<file path="config.mk">
export PLATFORM = sky130hd
export DESIGN_NAME = dma_priority_resolver
export DESIGN_NICKNAME = d
export VERILOG_FILES = /design/src/rtl/dma_priority_resolver.sv
export SDC_FILE = /design/constraint.sdc
export NUM_CORES = 1
export LEC_CHECK = 0
export ABC_AREA = 0
export CORE_MARGIN = 10
export CORE_UTILIZATION = 49
export DETAILED_ROUTE_END_ITERATION = 7
export PLACE_DENSITY = 0.88
export SYNTH_ARGS = -nofsm -noshare
export SYNTH_HDL_FRONTEND = slang
export SYNTH_SLANG_ARGS = --single-unit
</file>
<file path="constraint.sdc">
create_clock -name CLK -period 2.4 [get_ports CLK]
set_clock_uncertainty 0.2 [all_clocks]
set_input_delay 0.24 -clock CLK [delete_from_list [all_inputs] [get_ports CLK]]
set_output_delay 0.24 -clock CLK [all_outputs]
set_load 0.01 [all_outputs]
</file>
<file path="src/rtl/dma_priority_resolver.sv">
// dma_priority_resolver
//   Priority resolver stage of an 8237A-style DMA controller. Qualifies the
//   raw channel DREQ lines with mask, software-request and polarity settings,
//   arbitrates with fixed or rotating priority, and presents one winning
//   request on VALID_DREQ0..3. It then sequences DACK and the rotation
//   pointer from the hrq/validDACK handshake with timing-and-control.
//
//   Ports
//     CLK, RESET        clock, synchronous active-high reset
//     DREQ[3:0]         raw channel requests (active low when dreqSenseLow=1)
//     maskReg[3:0]      1 blocks the hardware DREQ of that channel
//     swReq[3:0]        software requests, not masked
//     ctrlDisable       1 blocks all requests
//     rotPriority       0 fixed priority (ch0 highest), 1 rotating
//     dreqSenseLow      DREQ polarity
//     dackSenseHigh     DACK polarity
//     hrq, validDACK    handshake from timing-and-control
//     VALID_DREQ0..3    one-hot winning request
//     DACK[3:0]         channel acknowledges, polarity per dackSenseHigh
//     activeCh[1:0]     granted channel
//     busy              FSM not idle
//     swReqClr[3:0]     one-cycle pulse clearing the serviced software request
//
//   Optional build macro DMA_DREQ_SYNC_EN: adds a 2-flop synchronizer on
//   each DREQ bit (2 extra cycles of DREQ-to-VALID_DREQ latency).

module dma_priority_resolver #(
  parameter int unsigned NUM_CH = 4  // only 4 is supported
) (
  input  logic              CLK,
  input  logic              RESET,
  input  logic [NUM_CH-1:0] DREQ,
  input  logic [NUM_CH-1:0] maskReg,
  input  logic [NUM_CH-1:0] swReq,
  input  logic              ctrlDisable,
  input  logic              rotPriority,
  input  logic              dreqSenseLow,
  input  logic              dackSenseHigh,
  input  logic              hrq,
  input  logic              validDACK,
  output logic              VALID_DREQ0,
  output logic              VALID_DREQ1,
  output logic              VALID_DREQ2,
  output logic              VALID_DREQ3,
  output logic [NUM_CH-1:0] DACK,
  output logic [1:0]        activeCh,
  output logic              busy,
  output logic [NUM_CH-1:0] swReqClr
);

  typedef enum logic [1:0] {
    ST_IDLE,
    ST_PEND,
    ST_SERV,
    ST_DONE
  } state_e;

  state_e            state_q, state_d;
  logic [1:0]        top_ch_q, top_ch_d;
  logic [NUM_CH-1:0] valid_dreq_q, valid_dreq_d;
  logic [NUM_CH-1:0] dack_active_q, dack_active_d;
  logic [1:0]        active_ch_q, active_ch_d;
  logic [NUM_CH-1:0] sw_req_clr_q, sw_req_clr_d;

  logic [NUM_CH-1:0] dreq_eff;
  logic [NUM_CH-1:0] req;
  logic [NUM_CH-1:0] act_onehot;
  logic [1:0]        ptr;
  logic [1:0]        idx;
  logic [1:0]        win_ch;
  logic              win_found;

`ifdef DMA_DREQ_SYNC_EN
  logic [NUM_CH-1:0] dreq_meta_q, dreq_sync_q;

  // Reset to the inactive DREQ level so no request is seen out of reset.
  always_ff @(posedge CLK) begin
    if (RESET) begin
      dreq_meta_q <= {NUM_CH{dreqSenseLow}};
      dreq_sync_q <= {NUM_CH{dreqSenseLow}};
    end else begin
      dreq_meta_q <= DREQ;
      dreq_sync_q <= dreq_meta_q;
    end
  end

  assign dreq_eff = dreq_sync_q;
`else
  assign dreq_eff = DREQ;
`endif

  assign req = {NUM_CH{~ctrlDisable}} &
               (((dreq_eff ^ {NUM_CH{dreqSenseLow}}) & ~maskReg) | swReq);

  assign act_onehot = {{(NUM_CH-1){1'b0}}, 1'b1} << active_ch_q;

  // First set request scanning upward from the pointer, wrapping mod 4.
  always_comb begin
    ptr       = rotPriority ? top_ch_q : '0;
    idx       = '0;
    win_ch    = '0;
    win_found = 1'b0;
    for (int unsigned k = 0; k < NUM_CH; k++) begin
      idx = ptr + 2'(k);
      if (!win_found && req[idx]) begin
        win_found = 1'b1;
        win_ch    = idx;
      end
    end
  end

  always_comb begin
    state_d       = state_q;
    top_ch_d      = rotPriority ? top_ch_q : '0;
    valid_dreq_d  = valid_dreq_q;
    dack_active_d = dack_active_q;
    active_ch_d   = active_ch_q;
    sw_req_clr_d  = '0;
    unique case (state_q)
      ST_IDLE: begin
        if (win_found) begin
          valid_dreq_d = {{(NUM_CH-1){1'b0}}, 1'b1} << win_ch;
          active_ch_d  = win_ch;
          state_d      = ST_PEND;
        end
      end
      ST_PEND: begin
        if (validDACK) begin
          dack_active_d = act_onehot;
          state_d       = ST_SERV;
        end else if (!req[active_ch_q] && !hrq) begin
          valid_dreq_d = '0;
          state_d      = ST_IDLE;
        end
      end
      ST_SERV: begin
        // DONE's clears, pointer update and swReqClr pulse are registered on
        // entry so they are visible for exactly the one DONE cycle.
        if (!validDACK) begin
          valid_dreq_d  = '0;
          dack_active_d = '0;
          if (swReq[active_ch_q]) sw_req_clr_d = act_onehot;
          if (rotPriority) top_ch_d = active_ch_q + 2'd1;
          state_d = ST_DONE;
        end
      end
      ST_DONE: begin
        state_d = ST_IDLE;
      end
      default: state_d = ST_IDLE;
    endcase
  end

  always_ff @(posedge CLK) begin
    if (RESET) begin
      state_q       <= ST_IDLE;
      top_ch_q      <= '0;
      valid_dreq_q  <= '0;
      dack_active_q <= '0;
      active_ch_q   <= '0;
      sw_req_clr_q  <= '0;
    end else begin
      state_q       <= state_d;
      top_ch_q      <= top_ch_d;
      valid_dreq_q  <= valid_dreq_d;
      dack_active_q <= dack_active_d;
      active_ch_q   <= active_ch_d;
      sw_req_clr_q  <= sw_req_clr_d;
    end
  end

  assign VALID_DREQ0 = valid_dreq_q[0];
  assign VALID_DREQ1 = valid_dreq_q[1];
  assign VALID_DREQ2 = valid_dreq_q[2];
  assign VALID_DREQ3 = valid_dreq_q[3];
  assign DACK        = dackSenseHigh ? dack_active_q : ~dack_active_q;
  assign activeCh    = active_ch_q;
  assign busy        = (state_q != ST_IDLE);
  assign swReqClr    = sw_req_clr_q;

endmodule

</file>
==> Word level (Yosys, flattened, before mapping) <==
Cells that the tools add are included.
{ "totals": {"out_inout_bits": 15, "reg_bits": 18, "input_bits": 20, "word_cells": 90} }
{ "classes": {"addsub": 4, "bitwise": 9, "shift": 2, "n_reduce_logical": 18, "order_cmp": 5, "mux": 37, "eq_ne": 9} }
{ "op_table": {"columns": ["operator", "count"], "rows": [
  ["$mux W2", 12],
  ["$mux W4", 6],
  ["$lt A2 B3 Y1 const B", 5],
  ["$bmux W1 S2", 6],
  ["$pmux W4 S3", 1],
  ["$mux W1", 10],
  ["$ne A2 B2 Y1 const B", 5],
  ["$and A4 B4 Y4", 2],
  ["$not A4 Y4", 2],
  ["$pmux W2 S4", 1],
  ["$pmux W4 S2", 1],
  ["$shl A1 B2 Y4 const A", 2],
  ["$reduce_and A3 Y1", 2],
  ["$logic_not A1 Y1", 5],
  ["$reduce_and A5 Y1", 1],
  ["$add A2 B1 Y2 const B", 2],
  ["$add A2 B2 Y2 const B", 2],
  ["$eq A2 B2 Y1 const B", 2],
  ["$logic_and A1 B1 Y1", 4],
  ["$or A4 B4 Y4", 1],
  ["$reduce_bool A2 Y1", 2],
  ["$reduce_or A4 Y1", 1],
  ["$xor A4 B4 Y4", 1],
  ["$ne A3 B3 Y1 const B", 1],
  ["other kinds (5)", 7]
]} }

==> Longest topological paths before layout <==
{ "depth": {"word_depth": 19, "mapped_depth": 9, "mapped_depth_nobuf": 7} }

==> Worst setup path before layout <==
Ideal clock, no wire load.
{ "synth_path": {"path_type": "register to register", "startpoint": "register active_ch_q[0] (netlist: activeCh[0])", "endpoint": "register valid_dreq_q[1]", "t_required_ns": 2.083, "setup_slack_ns": 0.134, "stages_incl_launch_ff": 7, "arrival_time_ns": 1.949, "path_buffers": 0, "setup_time_ns": 0.117, "path_cell_list": "dfxtp_1 > inv_1 > o2111a_1 > o31a_1 > or3_4 > or2_0 > a32o_1"} }
{ "synth_via": {"elab_chain_cells": 6} }
{ "synth_lines": {"columns": ["item", "line", "source"], "rows": [
  ["start, declared", "62", "logic [1:0] active_ch_q, active_ch_d;"],
  ["start signal, assigned", "167", "active_ch_q <= active_ch_d;"],
  ["$bmux W1 S2", "131", "end else if (!req[active_ch_q] && !hrq) begin"],
  ["$mux W1 (implied by the code)", "131", null],
  ["$logic_not A1 Y1", "131", null],
  ["$logic_and A1 B1 Y1", "131", null],
  ["$ne A2 B2 Y1 (no line)", null, null],
  ["$reduce_and A5 Y1 (no line)", null, null],
  ["end signal, assigned", "165", "valid_dreq_q <= valid_dreq_d;"],
  ["end, declared", "60", "logic [NUM_CH-1:0] valid_dreq_q, valid_dreq_d;"]
]} }
No other way between the ends. The select of a mux whose other input is x is not followed.
A chain may end at the register's enable or synchronous reset.

==> Final worst setup path <==
{ "layout_path": {"startpoint": "input port rotPriority", "endpoint": "register valid_dreq_q[2]"} }
{ "layout_via": {"elab_chain_cells": 16, "elab_cells_between_ends": 31, "classes_between": "add/sub: 3; eq/ne: 1; shift: 1; mux: 19; reduce/logical: 7"} }
{ "layout_lines": {"columns": ["item", "line", "source"], "rows": [
  ["start, declared", "36", "input logic rotPriority,"],
  ["$mux W2 *", "99", "ptr = rotPriority ? top_ch_q : '0;"],
  ["branches (longest 15 deep; another with $add A2 B1 Y2)", null, null]
]} }
Mark *: on every way between the ends. The select of a mux whose other input is x is not followed.

==> flow_summary.toml <==
[run_status]
status = "complete, no violations"

[yosys]
commonest_register_cell_after_synthesis = "dfxtp_1"
synth_top_cell_area_share = 0.252
biggest_area_contributors_in_the_synthesized_netlist = "dfxtp_1 25%, ha_1 7.0%, xnor2_1 4.3%"
synth_edf_count = 0
avgSynthCellArea_um2 = 8.33
syn_area_um2 = 1430
synth.lib_cells_used.distinct = 55
post-synth-top-count-cell = "dfxtp_1"
synthesis.instances = 172
ys_top_cells_by_count = "18 x dfxtp_1, 11 x inv_1, 11 x nor2_1"
ys_warn_count = 0
yosys_register_bits = 18
synth.largest_area_cell = "dfxtp_1"
synth.net_count = 200
synth_async_sr_flop_share = 0
seq_area_frac_synth = 0.252

[cts]
htree_depth = 1
clock_transition_at_the_registers_of_the_reported_paths_ps = 110
hold_buffers = 0
number_of_clock_buffers_inserted_by_tritoncts = 3
numClockSinks = 18
clock-root-buffer = "clkbuf_4"
clock_insertion_delay_worst_skew_ps = 300
cts_tree = "built"
clock_tree.buffer_depth = 2

[hold_path]
hold_depth = 2
hold_path.class = "register to register"
worst_min_delay_path_startpoint = "valid_dreq_q[3]$_SDFFE_PP0P_"
hold_path_end = "valid_dreq_q[3]$_SDFFE_PP0P_"

[global_routing]
gr-total-overflow = 0
grt_start_max_net_pins = 12
wire_length_of_the_first_global_routing_pass_mm = 8.14
gr-usage-met2 = 0.328
grtUsageMet3 = 0.0479
grt-busiest-layer = "met2"
grt_pass1_vias = 1745
grtUsageTotal = 0.182
grt_util_met1 = 0.202
antenna_found_initial = 0

[cells_and_area]
drive_above_1_share = 0.326
fin_util = 0.834
diodes = 0
synthToLayoutAreaGrowth_pct = 61.8
fill_cells = 163
final_nets = 271

[setup_path]
timing.critical_path.to_type = "register"
timing.rr.start = "top_ch_q[0]$_SDFF_PP0_"
regToRegSetupSlack_ps = 20
critical_path.startpoint_type = "input pin"
critical_path_peak_fanout = 6
worstPathRequired_ps = 2390
data_arrival_time_of_the_critical_path_ps = 2380
worst-r2r-cell-count = 10
cp-startpoint = "rotPriority"
timing.rr.end = "valid_dreq_q[2]$_SDFFE_PP0P_"
type_of_the_worst_setup_path = "input pin to register"

[run]
cap_violations = 0

[timing]
finalSetupViolations = 0
slew_headroom = 0.645
fin_hold_ws_ps = 320
fmax_ghz = 0.417
timing.final.hold_violations = 0
max_slew.worst_pin.slew_ps = 531
maxSlewViolCount = 0
fraction_of_the_cycle_the_final_worst_path_needs = 0.999
period_needed_ps = 2400

[power_and_ir_drop]
leakage_nw = 0.943
p_per_area_nw_per_um2 = 462
ir_drop_mv = 0.611

[detailed_routing]
route.detailed.drc = 0
wl_per_cell_um = 21.5
drt_iter0_markers = 238
drt-pass1-iter-count = 6
drt-total-wl_mm = 5.86
detail-route-antenna-nets = 0
vias_per_cell = 6.59
vias = 1799

[placed_design]
place.port_buffers = 34
gpl.final_weighted_congestion = 0.969
place.detailed.hpwl_mm = 4.03

[die]
placement_rows = 19
effective_utilization_at_floorplan = 0.515
die_area_um2 = 5490
fp.dieW_um = 74.1
core_region_area_um2 = 2780
pin_count = 35
die-height_um = 74.1
placed cells by master (no fill, tap or decap), types with 2 or more instances in the layout:
master and count:
nand2b_1 2, nand3_1 3, nor2b_1 3, o41ai_1 2, nor3_1 8, or3_4 2
nor2_2 2, nor4_1 4, a32o_1 2, o311a_1 2, dlymetal6s2s_1 6, o21ai_0 8
a21oi_1 4, a211oi_2 3, inv_1 11, dfxtp_1 16, o211ai_1 5, nor2_1 9
xnor2_2 3, and2_1 7, buf_4 39, nor4b_1 2, clkdlybuf4s50_1 27, dfxtp_2 2
ha_1 8, xnor2_1 4, a211oi_1 5, clkbuf_4 3, o32ai_2 2, nand2_1 7
o21ai_1 2
report_power, final:
group          internal (mW)  total, mW  switching, mW
Clock                 0.0926      0.193          0.100
Combinational          0.259      0.526          0.267
Sequential             0.326      0.352         0.0262
stage by stage:
stage	TNS (ps)	worst slack, ps	instance area, um^2	power (mW)	instances
after floorplan	0	134	1430	0.576	172
after global placement	-2940	-420	2050	0.760	265
after detailed placement	-3970	-563	2050	0.785	265
after CTS	-13.2	-7.50	2120	0.979	270
after global routing	-309	-69.7	2320	1.12	273
final	0	1.77	2320	1.07	273
routing by layer:
| layer | routed length (um) | vias to the layer above |
|---|---|---|
| li1 | - | 803 |
| met1 | 2180 | 861 |
| met2 | 2970 | 99 |
| met3 | 458 | 36 |
| met4 | 250 | 0 |
| met5 | 0 | - |
worst max-delay path by stage:
stage                                         endpoint  slack (ps)  depth (start not counted)
after detailed placement                      register        -560                         10
after floorplan           valid_dreq_q[1]$_SDFFE_PP0P_         130                          6
after global placement    valid_dreq_q[2]$_SDFFE_PP0P_        -420                          9
final                     valid_dreq_q[2]$_SDFFE_PP0P_           2                         10
after CTS                 valid_dreq_q[3]$_SDFFE_PP0P_          -8                          9
after global routing      valid_dreq_q[1]$_SDFFE_PP0P_         -70                         10
cell type report:
type | count | area (um^2) | area share
multi-input combinational | 135 | 1180 | 0.511
clock buffer | 4 | 36.3 | 0.0157
inverter | 11 | 41.3 | 0.0178
tap | 31 | 38.8 | 0.0167
timing repair buffer | 74 | 654 | 0.282
sequential | 18 | 363 | 0.157
cell families after synthesis:
logic type	after synthesis	synth area share
muxes	2	0.0227
DFF	18	0.252
and+or+nand+nor	59	0.237
buffers and inverters	19	0.0533
adders and majority gates	8	0.0699
xor gates and xnor gates	8	0.0489
AOI/OAI and AO/OA	58	0.317
flip-flops by register name, indices dropped and copies added, names as in the netlist, named ones only:
signal / count
activeCh: 2
dack_active_q: 4
state_q: 1
swReqClr: 4
top_ch_q: 2
valid_dreq_q: 4
worst max-delay path: stages:
cell	delay (ps)
clkdlybuf4s50_1	550
and2_4	210
a21oi_1	50
o41ai_1	360
buf_4	200
o22ai_4	80
o31ai_4	250
buf_4	190
nand4bb_4	160
o32ai_2	80
timing repair:
item / in CTS / in global routing
resized for setup: 8 / 38
buffers inserted: 1 / 3
cloned: 0 / 0
hold endpoints to repair: 0 / 0
endpoints found under the setup margin: 8 / 8
pin swaps: 3 / 17
Note: power is estimated with default switching activity, not from simulation.
